--- src/rtl/complex_acc.sv ---
// Complex dot-product accumulator: captures the multiplier's product a fixed delay after each
// data_start, sums LEN captures with saturation and strobes the result out.
module complex_acc #(
    parameter int unsigned IN_W        = 8,
    parameter int unsigned ACC_W       = 12,
    parameter int unsigned LEN         = 4,
    parameter int unsigned CAPTURE_DLY = 7
) (
    input  logic                    CLK,
    input  logic                    RST,
    input  logic                    data_start,
    input  logic                    acc_clr,
    input  logic signed [IN_W-1:0]  product_real,
    input  logic signed [IN_W-1:0]  product_image,
    output logic signed [ACC_W-1:0] acc_real,
    output logic signed [ACC_W-1:0] acc_image,
    output logic                    acc_valid,
    output logic                    busy,
    output logic                    overflow
);

    localparam logic signed [ACC_W-1:0] AccMax  = {1'b0, {(ACC_W-1){1'b1}}};
    localparam logic signed [ACC_W-1:0] AccMin  = {1'b1, {(ACC_W-1){1'b0}}};
    localparam logic [7:0]              LastCnt = 8'(LEN - 1);
    localparam logic [3:0]              DlyLoad = 4'(CAPTURE_DLY - 1);

    typedef enum logic [0:0] {StIdle, StWait} state_e;

    state_e                  state_q, state_d;
    logic [3:0]              dly_q, dly_d;
    logic [7:0]              cnt_q, cnt_d;
    logic signed [ACC_W-1:0] acc_r_q, acc_r_d;
    logic signed [ACC_W-1:0] acc_i_q, acc_i_d;
    logic                    ovf_q, ovf_d;
    logic signed [ACC_W-1:0] out_r_q, out_r_d;
    logic signed [ACC_W-1:0] out_i_q, out_i_d;
    logic                    out_ovf_q, out_ovf_d;
    logic                    valid_q, valid_d;

    logic [ACC_W:0]          sum_r, sum_i;
    logic                    clamp_r, clamp_i;
    logic signed [ACC_W-1:0] sat_r, sat_i;
    logic                    capture;

    // One guard bit above ACC_W; a disagreement with the MSB means the sum left the range.
    always_comb begin
        sum_r   = {acc_r_q[ACC_W-1], acc_r_q}
                + {{(ACC_W+1-IN_W){product_real[IN_W-1]}}, product_real};
        sum_i   = {acc_i_q[ACC_W-1], acc_i_q}
                + {{(ACC_W+1-IN_W){product_image[IN_W-1]}}, product_image};
        clamp_r = sum_r[ACC_W] ^ sum_r[ACC_W-1];
        clamp_i = sum_i[ACC_W] ^ sum_i[ACC_W-1];
        sat_r   = clamp_r ? (sum_r[ACC_W] ? AccMin : AccMax) : sum_r[ACC_W-1:0];
        sat_i   = clamp_i ? (sum_i[ACC_W] ? AccMin : AccMax) : sum_i[ACC_W-1:0];
    end

    assign capture = (state_q == StWait) && (dly_q == 4'd0);

    always_comb begin
        state_d   = state_q;
        dly_d     = dly_q;
        cnt_d     = cnt_q;
        acc_r_d   = acc_r_q;
        acc_i_d   = acc_i_q;
        ovf_d     = ovf_q;
        out_r_d   = out_r_q;
        out_i_d   = out_i_q;
        out_ovf_d = out_ovf_q;
        valid_d   = 1'b0;

        if (capture) begin
            if (acc_clr) begin
                // Clear wins over the capture: the product is dropped with the partial sum.
                acc_r_d = '0;
                acc_i_d = '0;
                cnt_d   = '0;
                ovf_d   = 1'b0;
            end else if (cnt_q == LastCnt) begin
                out_r_d   = sat_r;
                out_i_d   = sat_i;
                out_ovf_d = ovf_q | clamp_r | clamp_i;
                valid_d   = 1'b1;
                acc_r_d   = '0;
                acc_i_d   = '0;
                cnt_d     = '0;
                ovf_d     = 1'b0;
            end else begin
                acc_r_d = sat_r;
                acc_i_d = sat_i;
                cnt_d   = cnt_q + 8'd1;
                ovf_d   = ovf_q | clamp_r | clamp_i;
            end
            if (data_start) begin
                state_d = StWait;
                dly_d   = DlyLoad;
            end else begin
                state_d = StIdle;
            end
        end else begin
            if (acc_clr) begin
                acc_r_d = '0;
                acc_i_d = '0;
                cnt_d   = '0;
                ovf_d   = 1'b0;
            end
            // A start while waiting restarts the upstream, so the pending capture is abandoned.
            if (data_start) begin
                state_d = StWait;
                dly_d   = DlyLoad;
            end else if (state_q == StWait) begin
                dly_d = dly_q - 4'd1;
            end
        end
    end

    always_ff @(posedge CLK) begin
        if (RST) begin
            state_q   <= StIdle;
            dly_q     <= '0;
            cnt_q     <= '0;
            acc_r_q   <= '0;
            acc_i_q   <= '0;
            ovf_q     <= 1'b0;
            out_r_q   <= '0;
            out_i_q   <= '0;
            out_ovf_q <= 1'b0;
            valid_q   <= 1'b0;
        end else begin
            state_q   <= state_d;
            dly_q     <= dly_d;
            cnt_q     <= cnt_d;
            acc_r_q   <= acc_r_d;
            acc_i_q   <= acc_i_d;
            ovf_q     <= ovf_d;
            out_r_q   <= out_r_d;
            out_i_q   <= out_i_d;
            out_ovf_q <= out_ovf_d;
            valid_q   <= valid_d;
        end
    end

    assign acc_real  = out_r_q;
    assign acc_image = out_i_q;
    assign overflow  = out_ovf_q;
    assign acc_valid = valid_q;
    assign busy      = (state_q == StWait);

endmodule
--- config.mk ---
export PLATFORM = sky130hd
export DESIGN_NAME = complex_acc
export DESIGN_NICKNAME = d
export VERILOG_FILES = /design/src/rtl/complex_acc.sv
export SDC_FILE = /design/constraint.sdc
export NUM_CORES = 1
export LEC_CHECK = 0
export CORE_UTILIZATION = 50
export CTS_CLUSTER_DIAMETER = 60
export DETAILED_ROUTE_END_ITERATION = 12
export PLACE_DENSITY = 0.74
export REMOVE_ABC_BUFFERS = 1
export SYNTH_ARGS = -nofsm -noshare
export SYNTH_HDL_FRONTEND = slang
export SYNTH_SLANG_ARGS = --single-unit
--- constraint.sdc ---
create_clock -name CLK -period 3.6 [get_ports CLK]
set_clock_uncertainty 0.2 [all_clocks]
set_input_delay 1.08 -clock CLK [delete_from_list [all_inputs] [get_ports CLK]]
set_output_delay 1.08 -clock CLK [all_outputs]
set_load 0.01 [all_outputs]
# [After elaboration in Yosys (flattened, before gate mapping)]
# Cells that the tools add are included.
[classes] muxes=27 n_addsub=4 reduce_logical=8 bitwise=6 n_eq_ne=2
[op_table] operator="two-way mux 12 bit" count=11
[op_table] operator="two-way mux 8 bit" count=4
[op_table] operator="adder 12 x 8 -> 13 bit" count=2
[op_table] operator="two-way mux 4 bit" count=4
[op_table] operator="adder 8 x 1 -> 8 bit, second input constant" count=1
[op_table] operator="equality test 8 x 2 -> 1 bit, second input constant" count=1
[op_table] operator="two-way mux 1 bit" count=8
[op_table] operator="nonzero test 2 bit" count=3
[op_table] operator="logical NOT 4 bit" count=1
[op_table] operator="subtractor 4 x 1 -> 4 bit, second input constant" count=1
[op_table] operator="AND reduction 3 bit" count=1
[op_table] operator="OR reduction 3 bit" count=1
[op_table] operator="inequality test 2 bit, second input constant" count=1
[op_table] operator="inverter 1 bit" count=2
[op_table] operator="OR 1 bit" count=2
[op_table] operator="AND reduction 2 bit" count=1
[op_table] operator="bitwise XOR 1 bit" count=2
[op_table] operator="logical AND 1 bit" count=1
[word_totals] wordCells=57 regBits=64 input_bits=20

# [Depth between registers and ports, before layout]
# Gate-level depths: netlist of run 1.
[depth] ltp_word=7 depth_mapped=10

# [Least setup slack after synthesis of run 1]
# OpenSTA, ideal clock, no wires.
[synth_path] kind="in2reg" startpoint="input port product_image[0]" endpoint="register acc_i_q[8]" arrival_ns=3.131 path_buffers=0 stages=9 t_required_ns=3.283 setup_slack_ns=0.152 setup_ns=0.117 path_cell_list="ha_1 fa_1 a211oi_2 o21bai_1 a2111oi_0 nor2_1 xor2_1 maj3_2 a22o_1"
[synth_between] elab_chain_cells=6 word_cells_on_any_way=7
[synth_rtl] element="start: declaration" line_no="14" source="input logic signed [IN_W-1:0] product_image,"
[synth_rtl] element="adder 12 x 8 -> 13 bit *" line_no="50" source="+ {{(ACC_W+1-IN_W){product_image[IN_W-1]}}, product_image};"
[synth_rtl] element="two-way mux 12 bit / bitwise XOR 1 bit (equally long branches)" line_no="54, 52"
[synth_rtl] element="two-way mux 12 bit *" line_no="54" source="sat_i = clamp_i ? (sum_i[ACC_W] ? AccMin : AccMax) : sum_i[ACC_W-1:0];"
[synth_rtl] element="two-way mux 12 bit *" line_no="78" source="end else if (cnt_q == LastCnt) begin"
[synth_rtl] element="two-way mux 12 bit *" line_no="72" source="if (acc_clr) begin"
[synth_rtl] element="two-way mux 12 bit *" line_no="71" source="if (capture) begin"
[synth_rtl] element="end signal: assignment" line_no="133" source="acc_i_q <= acc_i_d;"
[synth_rtl] element="end: declaration" line_no="33" source="logic signed [ACC_W-1:0] acc_i_q, acc_i_d;"
# Every way passes the cells marked *; elsewhere a longest branch is shown, timed or not.
# A chain may end at the register's enable or synchronous reset.

# [Worst setup path after layout of run 1]
# Ends and elaborated chain as after synthesis.

==> results of run 1 <==
## cells in the mapped netlist, types with 3 or more instances
cell type	n
a22o_1	18
nand2_1	37
maj3_2	11
o21bai_1	6
a21oi_1	42
o21a_1	12
and3_1	8
nand4b_1	4
nand3_1	7
nor3_1	11
inv_1	5
a211oi_1	5
a21o_1	8
and2_1	3
clkbuf_1	10
nor2_1	46
nor4_1	4
a211oi_2	4
o21ai_0	12
o21ai_1	6
buf_2	5
maj3_1	10
dfxtp_1	64
ha_1	27
xnor2_1	13
xor2_1	7
## registers in the layout, indices dropped and copies added, names as in the netlist, 4 cells and up
name	flops
acc_i_q	12
acc_r_q	12
acc_image	12
acc_real	12
dly_q	4
cnt_q	8
## per-stage QoR
step,hold slack (ns),total power (W),util [%]
2_1_floorplan,0.229,0.000918,-
3_3_place_gp,0.241,0.00104,65.0
3_5_place_dp,0.244,0.00105,65.0
4_1_cts,0.254,0.00175,68.3
5_1_grt,0.280,0.00183,69.8
6_report,0.252,0.00175,69.8
## cell type report
cell class                 instances  area, sq um  area share [%]
timing repair buffer             111          972            19.1
clock buffer                      11          141            2.78
multi-input combinational        343         2470            48.6
inverter                           5         18.8           0.369
tap                               99          124            2.43
clock inverter                     5         78.8            1.55
sequential                        64         1280            25.2
## worst paths after layout
path | startpoint | to | depth (start not counted)
worst max register to register | acc_i_q[1] | acc_i_q[3] | 8
worst max-delay path | product_image[0] | acc_i_q[8] | 10
worst min register to register | acc_real[7] | acc_real[7] | 2
worst min-delay path | acc_real[7] | acc_real[7] | 2
## routing by layer
metal	wire, um	part of all wire (%)
met1	4480	45
met2	4780	48
met3	480	4.8
met4	227	2.3
met5	0	0
## report_power, final
group	switching, W	leakage [nW]	internal (W)
clock	0.000288	0.114	0.000409
combinational	0.000164	1.50	0.000163
sequential	0.00000805	0.517	0.000718
total	0.000461	2.13	0.00129
## worst register-to-register path, stage by stage, from the launching register on
cell      delay [ns]
dfxtp_1         0.35
ha_1            0.36
a211oi_4        0.31
nor4_2          0.09
nor3_2          0.27
mux2i_2         0.36
nand2_2         0.19
maj3_2          0.36
a22o_1          0.21
## cell families (layout without fill, tap and decap cells)
family | count (synthesis) | count (layout) | share of synthesized area (%)
compound gates | 132 | 132 | 24.5
xor+xnor | 20 | 20 | 4.63
fa+ha+maj | 50 | 50 | 15.9
buf+inv | 24 | 132 | 3.11
flops | 64 | 64 | 33.9
mux | 1 | 1 | 0.265
simple gates | 139 | 140 | 17.7
## repair_timing
| action | in CTS | in global routing |
|---|---|---|
| gates resized for setup | 4 | 19 |
| setup endpoints to repair | 16 | 43 |
| pin swaps | 2 | 15 |
| cloned | 1 | 0 |
| buffers inserted | 1 | 2 |
==> key figures, run 1 <==
Global route
  • Largest net degree at the start of global routing: 31
  • Grt total ovfl: 0
  • Total GRT Usage: ~26%
  • GR Util met1: around a third
  • Met2 usage: between 40% and 50%
  • Vias in the first global route: around 3,300
  • M3 GR Usage: 4.43%
  • First-pass GRT wire length: ~16,000 um
  • GR peak layer: met2
  • Initial antenna violation count: 0

Logic synthesis
  • Synth unique cells: between 60 and 70
  • Yosys warning total: 0
  • Mean Syn Cell Area: around 8.8 sq um
  • Top cells by area, synth: dfxtp_1, ha_1, a21oi_1
  • Sequential element share of the synthesized area: between 30% and 40%
  • Post-synth EDFFs: 0
  • Primary FF master, synth: dfxtp_1
  • Post-synth design cell area: 3780 sq um
  • Synth Instances: 430
  • Seq cells post-synth: 64
  • Leading area contributor after synthesis: dfxtp_1
  • Post-synth ARST share: 0%
  • Synth top area share: roughly 34%

Worst setup path
  • Reg2Reg Setup Slack: ~0.8 ns
  • Slowest Stage Delay on Critical Path: about 0.45 ns
  • CP cell instances: clkdlybuf4s50_1, ha_2, fa_1, a211oi_2, o21bai_1, a2111oi_1, nor2_1, xor2_1, maj3_2, a22o_1
  • CP max FO: 3
  • WP data required: roughly 3.6 ns
  • Crit end category: register
  • Arr. time, crit path: 3.63 ns
  • CP bufs+invs: 1
  • Crit Path Class: input port to register
  • Startpoint types: input port
  • Delay-heaviest family, CP: compound AO/OA/AOI/OAI gates
  • Critical-path top delay cell: a2111oi_1

Clock network
  • Number of CTS-inserted buffers: 9
  • Clock Tree Root: clkbuf_8
  • Maximum root-to-sink buffer count: 2
  • Post-CTS Hold Buffers: 0
  • Clk Latency, worst-skew pair: between 0.3 and 0.4 ns
  • CTS tree: yes
  • Clock Sinks: 64
  • CTS clk-pin slew, worst paths: about 0.070 ns
  • H-tree depth: 3

Die
  • Die area: 7910 sq um
  • Die X: a little under 90 um
  • CORE AREA: approximately 7300 sq um
  • Row cnt: 31
  • Die H: about 89 um
  • I/O pin total: 47
  • Starting Density: 51.9%

Place
  • DP Worst Slack: -0.428 ns
  • HPWL after detailed placement: 7030 um
  • Placed Area: 4740 sq um
  • I/O Buffers: 46
  • GPL Wtd Cong: about 0.95
  • Dpl cells: between 600 and 700

Layout
  • Most frequent cells in the layout: dfxtp_1, buf_4, nor2_1, clkdlybuf4s50_1, a21oi_1
  • Most common cell after layout, fill and taps aside: dfxtp_1
  • Layout Cells excl Fill: approximately 640
  • Nets: 583
  • Layout fillers: between 600 and 700
  • Inserted Diodes: 0
  • Design Area, Final: roughly 5100 sq um
  • Area growth syn-to-layout: 34.6%
  • Layout cell share with drive strength beyond 1: 22.8%

Power
  • Pwr dens: ~340 nW/um^2
  • Maximum VDD drop: between 0.00015 and 0.0002 V
  • Leakage power: about 2.1 nW

Timing
  • Fin. Hold Viols: 0
  • Setup TNS: 0 ns
  • Final Cycle Share: between 90 and 100%
  • Slew HR: between 60% and 70%
  • Setup violators final: 0
  • Post-route setup slack: 0.00420 ns
  • Slew Limit Fails: 0
  • Worst-Margin Slew: approximately 0.48 ns
  • F_max: between 200 and 300 MHz
  • Post-route minimum period: 3.60 ns

Drt
  • Routed WL per cell: around 16 um
  • Final WL: about 10000 um
  • Initial DRC count: ~240
  • Detailed-route via count: between 3,000 and 4,000
  • Via density: roughly 5.7
  • Final ANT Viol Nets: 0
  • Initial DRT Pass Iterations: 5
  • Post-route DRC: 0

Run
  • Max-cap violations: 0

Outcome
  • Run status: complete, no violations

Worst hold path
  • Hold WC Path Type: register to register
(Power assumes the default switching activity.)
==> inputs of run 2 (changes only) <==
--- a/config.mk
+++ b/config.mk
@@ -10,4 +10,5 @@
 export DETAILED_ROUTE_END_ITERATION = 12
 export PLACE_DENSITY = 0.74
+export RECOVER_POWER = 50
 export REMOVE_ABC_BUFFERS = 1
 export SYNTH_ARGS = -nofsm -noshare
==> constraint.sdc (replaced) <==
create_clock -name CLK -period 3.6 [get_ports CLK]
set_clock_uncertainty 0.2 [all_clocks]
set_input_delay 0.72 -clock CLK [delete_from_list [all_inputs] [get_ports CLK]]
set_output_delay 0.72 -clock CLK [all_outputs]
set_load 0.01 [all_outputs]
==> run 2 against run 1 <==
  * Clock power up 3.6%
  * Global-route usage is 0.11 points higher
  * Utilization down 5.9 points
  * Die area unchanged
==> key figures, run 2 (same netlist as run 1, synthesis figures left out) <==
Outcome
  • Run status: complete, no violations (unchanged)

Die
  • Die H: 89.0 um (unchanged)
  • I/O pin total: 47 (unchanged)
  • Starting Density: 51.9% (unchanged)
  • Die area: 7910 sq um (unchanged)
  • Die X: 89.0 um (unchanged)
  • CORE AREA: 7290 sq um (unchanged)
  • Row cnt: 31 (unchanged)

Layout
  • Layout fillers: 666 (was 614)
  • Design Area, Final: 4660 sq um (was 5090 sq um)
  • Most common cell after layout, fill and taps aside: dfxtp_1 (unchanged)
  • Inserted Diodes: 0 (unchanged)
  • Final core occ: 63.9% (was 69.8%)
  • Layout cell share with drive strength beyond 1: 12.3% (was 22.8%)
  • Layout Cells excl Fill: 595 (was 638)
  • Nets: 540 (was 583)
  • Most frequent cells in the layout: dfxtp_1, nor2_1, a21oi_1, nand2_1 (was dfxtp_1, buf_4, nor2_1, clkdlybuf4s50_1, a21oi_1)
  • Area growth syn-to-layout: 23.3% (was 34.6%)

Drt
  • Final ANT Viol Nets: 0 (unchanged)
  • Initial DRT Pass Iterations: 4 (was 5)
  • Initial DRC count: 176 (was 241)
  • Final WL: 9250 um (was 9960 um)
  • Post-route DRC: 0 (unchanged)
  • Routed WL per cell: 15.5 um (was 15.6 um)
  • Via density: 5.75 (was 5.68)
  • Detailed-route via count: 3,421 (was 3,626)

Timing
  • RSZ-0062 raised after global routing: false
  • F_max: 298 MHz (was 278 MHz)
  • Fin. Hold Viols: 0 (unchanged)
  • Post-route minimum period: 3.36 ns (was 3.60 ns)
  • Final Cycle Share: 93.2% (was 99.9%)
  • Slew Limit Fails: 0 (unchanged)
  • Setup violators final: 0 (unchanged)
  • Slew HR: 33.1% (was 67.6%)
  • Worst-Margin Slew: 1.00 ns (was 0.484 ns)

Worst hold path
  • Hold Startpoint: acc_real[0] (was acc_real[7])
  • Worst hold stages: 2 (unchanged)
  • Hold WC Path Type: register to register (unchanged)
  • Hold Path End: acc_real[0] (was acc_real[7])

Worst setup path
  • Worst r2r src: acc_i_q[0] (was acc_i_q[1])
  • Delay-heaviest family, CP: adder cells (was compound AO/OA/AOI/OAI gates)
  • Reg2Reg Depth: 9 (was 8)
  • Slowest Stage Delay on Critical Path: 0.53 ns (was 0.45 ns)
  • CP bufs+invs: 1 (unchanged)
  • CP max FO: 9 (was 3)
  • Critical Path Start: product_image[7] (was product_image[0])
  • Arr. time, crit path: 3.39 ns (was 3.63 ns)
  • Worst R2R End: acc_i_q[10] (was acc_i_q[3])
  • Crit end category: register (unchanged)
  • Startpoint types: input port (unchanged)
  • Reg2Reg Setup Slack: 0.78 ns (was 0.80 ns)
  • Critical-path top delay cell: clkdlybuf4s50_1 (was a2111oi_1)
  • Crit Path Class: input port to register (unchanged)
  • WP data required: 3.63 ns (about the same)
  • CP cell instances: clkdlybuf4s50_1, ha_1, nand4_1, nor4_1, nor3_1, mux2i_1, nand2_2, maj3_2, a22o_1 (was clkdlybuf4s50_1, ha_2, fa_1, a211oi_2, o21bai_1, a2111oi_1, nor2_1, xor2_1, maj3_2, a22o_1)

Clock network
  • Clock Sinks: 64 (unchanged)
  • Post CTS Setup Buffer Count: 0 (was 1)
  • CTS tree: yes (unchanged)
  • Clock Tree Root: clkbuf_8 (unchanged)
  • Maximum root-to-sink buffer count: 2 (unchanged)
  • H-tree depth: 3 (unchanged)
  • Clk Latency, worst-skew pair: 0.34 ns (about the same)
  • Post-CTS Hold Buffers: 0 (unchanged)
  • PostCTS Resize Cnt: 0 (was 4)
  • CTS clk-pin slew, worst paths: 0.08 ns (was 0.07 ns)
  • Number of CTS-inserted buffers: 9 (unchanged)

Place
  • Placed Area: 4440 sq um (was 4740 sq um)
  • HPWL after detailed placement: 6640 um (was 7030 um)
  • I/O Buffers: 46 (unchanged)
  • GPL Wtd Cong: 0.884 (was 0.953)
  • Dpl cells: 579 (was 618)

Global route
  • First-pass GRT wire length: 15,700 um (was 15,600 um)
  • Largest net degree at the start of global routing: 44 (was 31)
  • Met2 usage: 42.1% (was 41.6%)
  • Initial antenna violation count: 0 (unchanged)
  • Grt total ovfl: 0 (unchanged)
  • M3 GR Usage: 4.34% (was 4.43%)
  • Vias in the first global route: 3,360 (was 3,298)
  • GR peak layer: met2 (unchanged)
  • Total GRT Usage: 25.7% (was 25.6%)
  • GR Util met1: 32.8% (was 34.0%)

Power
  • Psw: 0.000451 W (was 0.000461 W)
  • Total Power: 0.00172 W (was 0.00175 W)
  • Combinational share of power: 15.8% (was 18.7%)
  • Clock network power share: 42.0% (was 39.8%)
  • Maximum VDD drop: 0.000224 V (was 0.000183 V)
  • Cell Int Power: 0.00127 W (was 0.00129 W)
  • Sequential share of power: 42.2% (was 41.5%)
  • Leakage power: 1.98 nW (was 2.13 nW)
  • Pwr dens: 369 nW/um^2 (was 344 nW/um^2)
  • Net Sw Frac: 26.2% (was 26.3%)

Run
  • Max-cap violations: 0 (unchanged)
[run 2: cell count changes in the layout (fill, tap and decap cells not counted), sizes merged, moves of 2 or more]
cell	before	now
clkbuf	11	13
dlygate4sd3	0	27
clkdlybuf4s50	43	19
dlymetal6s2s	3	0
buf	65	21
[run 2: power by group through the flow]
stage	clock (W)	sequential (W)	combinational (W)
after floorplan	0	0.000741	0.000177
after global placement	0	0.000742	0.000264
after detailed placement	0	0.000743	0.000272
after CTS	0.000732	0.000726	0.000275
after global routing	0.000766	0.000727	0.000300
final	0.000723	0.000726	0.000271
[run 2: area by class of cell]
type	instances	area, sq um	share of cell area [%]
Clock buffer	11	151	3.25
Clock inverter	5	78.8	1.69
Sequential cell	64	1280	27.5
Timing Repair Buffer	69	626	13.4
Multi-Input combinational cell	342	2380	51.1
Tap cell	99	124	2.66
Inverter	5	18.8	0.403
[run 2: per-layer routing]
metal,up-vias,part of all wire [%],wire [um]
met2,67,48,4420
met4,0,2.9,265
li1,1705,-,-
met5,-,0,0
met3,22,3.1,291
met1,1627,46,4270
[run 2: metrics by stage]
stage	setup slack [ns]	hold WS (ns)	TNS [ns]
after floorplan	0.375	0.229	0
after global placement	0.0125	0.240	0
after detailed placement	-0.0450	0.249	-0.463
after CTS	0.307	0.258	0
after global routing	0.108	0.276	0
final	0.243	0.253	0
[run 2: worst max path at each step]
| stage | to | slack [ns] | depth (start not counted) |
|---|---|---|---|
| detailed placement | acc_i_q[10] | -0.05 | 9 |
| global placement | acc_i_q[10] | 0.01 | 9 |
| floorplan | acc_real[9] | 0.37 | 5 |
| global route | acc_i_q[2] | 0.11 | 9 |
| CTS | acc_i_q[10] | 0.31 | 9 |
| finish | acc_i_q[10] | 0.24 | 9 |
[run 2: worst register-to-register path: stages (launching register included)]
cell and delay (ns):
dfxtp_1 0.33, ha_1 0.21, buf_4 0.15, a211oi_2 0.25
nor4_1 0.09, nor3_1 0.35, mux2i_1 0.33, nand2_2 0.22
maj3_2 0.37, a22o_1 0.20
==> inputs of run 3 (changes only) <==
- CAP_MARGIN: unset -> 0
- CORE_UTILIZATION: 50 -> 35
- PLACE_DENSITY: 0.74 -> 0.56
==> run 3 against run 2 <==
  * Flip-flop and latch count unchanged
  * Sequential share of layout area decreased by 0.052 points
  * Clock power decreased by 25%
  * Count of clock-buffer cells in the layout decreased by 1
==> key figures, run 3 (same netlist as run 1, synthesis figures left out) <==
Worst setup path
  • Slowest Stage Delay on Critical Path: 0.41 ns (was 0.53 ns)
  • Arr. time, crit path: 3.38 ns (was 3.39 ns)
  • Critical-path top delay cell: clkdlybuf4s50_1 (unchanged)
  • CP cell instances: clkdlybuf4s50_1, ha_1, fa_1, a211oi_1, o21ai_1, nand3_1, a22oi_1, buf_4, maj3_1, a22o_1 (was clkdlybuf4s50_1, ha_1, nand4_1, nor4_1, nor3_1, mux2i_1, nand2_2, maj3_2, a22o_1)
  • Crit end category: register (unchanged)
  • WP data required: 3.64 ns (was 3.63 ns)
  • Startpoint types: input port (unchanged)
  • Crit Path Class: input port to register (unchanged)
  • Reg2Reg Depth: 9 (unchanged)
  • Setup crit end: acc_r_q[6] (was acc_i_q[10])
  • Critical Path Start: product_real[0] (was product_image[7])
  • Worst R2R End: overflow (was acc_i_q[10])
  • CP max FO: 5 (was 9)
  • Reg2Reg Setup Slack: 0.54 ns (was 0.78 ns)
  • Worst r2r src: dly_q[0] (was acc_i_q[0])

Clock network
  • CTS clk-pin slew, worst paths: 0.07 ns (was 0.08 ns)
  • CTS tree: yes (unchanged)
  • Post CTS Setup Buffer Count: 0 (unchanged)
  • Clock Tree Root: clkbuf_8 (unchanged)
  • Maximum root-to-sink buffer count: 2 (unchanged)
  • PostCTS Resize Cnt: 0 (unchanged)
  • Number of CTS-inserted buffers: 9 (unchanged)
  • H-tree depth: 3 (unchanged)
  • Clock Sinks: 64 (unchanged)
  • Clk Latency, worst-skew pair: 0.35 ns (was 0.34 ns)
  • Post-CTS Hold Buffers: 0 (unchanged)

Layout
  • Design Area, Final: 4670 sq um (was 4660 sq um)
  • Nets: 544 (was 540)
  • Inserted Diodes: 0 (unchanged)
  • Most common cell after layout, fill and taps aside: dfxtp_1 (unchanged)
  • Layout cell share with drive strength beyond 1: 13.2% (was 12.3%)
  • Most frequent cells in the layout: dfxtp_1, nor2_1, a21oi_1, nand2_1 (unchanged)
  • Layout Cells excl Fill: 636 (was 595)
  • Area growth syn-to-layout: 23.5% (was 23.3%)

Timing
  • Worst-Margin Slew: 0.993 ns (was 1.00 ns)
  • Setup violators final: 0 (unchanged)
  • Slew Limit Fails: 0 (unchanged)
  • Fin. Hold Viols: 0 (unchanged)
  • Post-route minimum period: 3.34 ns (was 3.36 ns)
  • Slew HR: 33.8% (was 33.1%)
  • F_max: 299 MHz (was 298 MHz)
  • Post-route setup slack: 0.256 ns (was 0.243 ns)
  • RSZ-0062 raised after global routing: false (unchanged)
  • Min Hold Slack: 0.245 ns (was 0.253 ns)
  • Final Cycle Share: 92.9% (was 93.2%)

Die
  • Die X: 106 um (was 89.0 um)
  • Die H: 106 um (was 89.0 um)
  • CORE AREA: 10,400 sq um (was 7290 sq um)
  • Starting Density: 36.3% (was 51.9%)
  • Row cnt: 37 (was 31)
  • Die area: 11,200 sq um (was 7910 sq um)
  • I/O pin total: 47 (unchanged)

Global route
  • Vias in the first global route: 3,177 (was 3,360)
  • First-pass GRT wire length: 15,700 um (about the same)
  • Largest net degree at the start of global routing: 31 (was 44)
  • Initial antenna violation count: 0 (unchanged)
  • Total GRT Usage: 17.7% (was 25.7%)
  • Grt total ovfl: 0 (unchanged)

Power
  • Combinational share of power: 17.9% (was 15.8%)
  • Total Power: 0.00155 W (was 0.00172 W)
  • Maximum VDD drop: 0.000143 V (was 0.000224 V)
  • Cell Int Power: 0.00109 W (was 0.00127 W)
  • Net Sw Frac: 29.3% (was 26.2%)
  • Clock network power share: 35.1% (was 42.0%)
  • Leakage power: 1.97 nW (was 1.98 nW)
  • Psw: 0.000453 W (was 0.000451 W)
  • Pwr dens: 331 nW/um^2 (was 369 nW/um^2)
  • Sequential share of power: 47.0% (was 42.2%)

Drt
  • Final WL: 9490 um (was 9250 um)
  • Initial DRC count: 138 (was 176)
  • Final ANT Viol Nets: 0 (unchanged)
  • Initial DRT Pass Iterations: 6 (was 4)
  • Via density: 5.28 (was 5.75)
  • Post-route DRC: 0 (unchanged)
  • Routed WL per cell: 14.9 um (was 15.5 um)
  • Detailed-route via count: 3,360 (was 3,421)

Place
  • GPL Wtd Cong: 0.833 (was 0.884)
  • I/O Buffers: 46 (unchanged)
  • HPWL after detailed placement: 6850 um (was 6640 um)
  • DP Worst Slack: -0.0755 ns (was -0.0450 ns)
  • Placed Area: 4520 sq um (was 4440 sq um)
  • Dpl cells: 620 (was 579)

Run
  • Max-cap violations: 0 (unchanged)

Worst hold path
  • Hold WC Path Type: register to register (unchanged)

Outcome
  • Run status: complete, no violations (unchanged)
[run 3: changes by cell type in the layout (fill, tap and decap cells not counted), sizes merged]
cell and change:
buf +4, bufinv -2, clkbuf -1, clkinv +2
clkinvlp +1
[run 3: stage by stage]
step                setup TNS (ns)  util [%]
global placement            -0.760      43.4
global route                     0      44.8
finish                           0      44.8
CTS                              0      45.0
floorplan                        0         -
detailed placement          -0.918      43.4
[run 3: how the worst min path moves through the flow]
stage / endpoint / cells after the start / from / slack [ns]
2_1_floorplan: acc_i_q[5] / 2 / acc_i_q[5] / 0.23
3_3_place_gp: acc_real[3] / 2 / acc_real[3] / 0.24
3_5_place_dp: acc_real[7] / 2 / acc_real[7] / 0.24
4_1_cts: acc_real[7] / 2 / acc_real[7] / 0.25
5_1_grt: acc_real[7] / 2 / acc_real[7] / 0.27
6_report: acc_real[7] / 2 / acc_real[7] / 0.24
[run 3: power by group through the flow]
stage | Sequential [W] | Combinational [W] | Clock (W)
CTS | 0.000727 | 0.000279 | 0.000552
detailed placement | 0.000743 | 0.000278 | 0
global placement | 0.000743 | 0.000275 | 0
global route | 0.000728 | 0.000306 | 0.000588
finish | 0.000727 | 0.000277 | 0.000544
floorplan | 0.000741 | 0.000177 | 0
[run 3: final cells by class]
cell class	instances	area, sq um
Fill cell	1029	5750
Multi-Input combinational cell	342	2380
Sequential cell	64	1280
Timing Repair Buffer	73	656
Tap cell	136	170
Clock buffer	10	128
Clock inverter	6	36.3
Inverter	5	18.8
[run 3: critical path: cells and delay by family]
kind / cells / cell delay (ns)
buffers and inverters: 2 / 0.64
adders and majority gates: 3 / 1.00
AOI/OAI and AO/OA: 4 / 0.89
and+or+nand+nor: 1 / 0.12
[run 3: per-layer routing]
metal / vias up / wire [um] / global-route usage (%)
li1: 1714 / - / -
met1: 1575 / 4600 / 22.9
met2: 51 / 4490 / 29.8
met3: 20 / 186 / 1.96
met4: 0 / 209 / 7.84
met5: - / 0 / 0
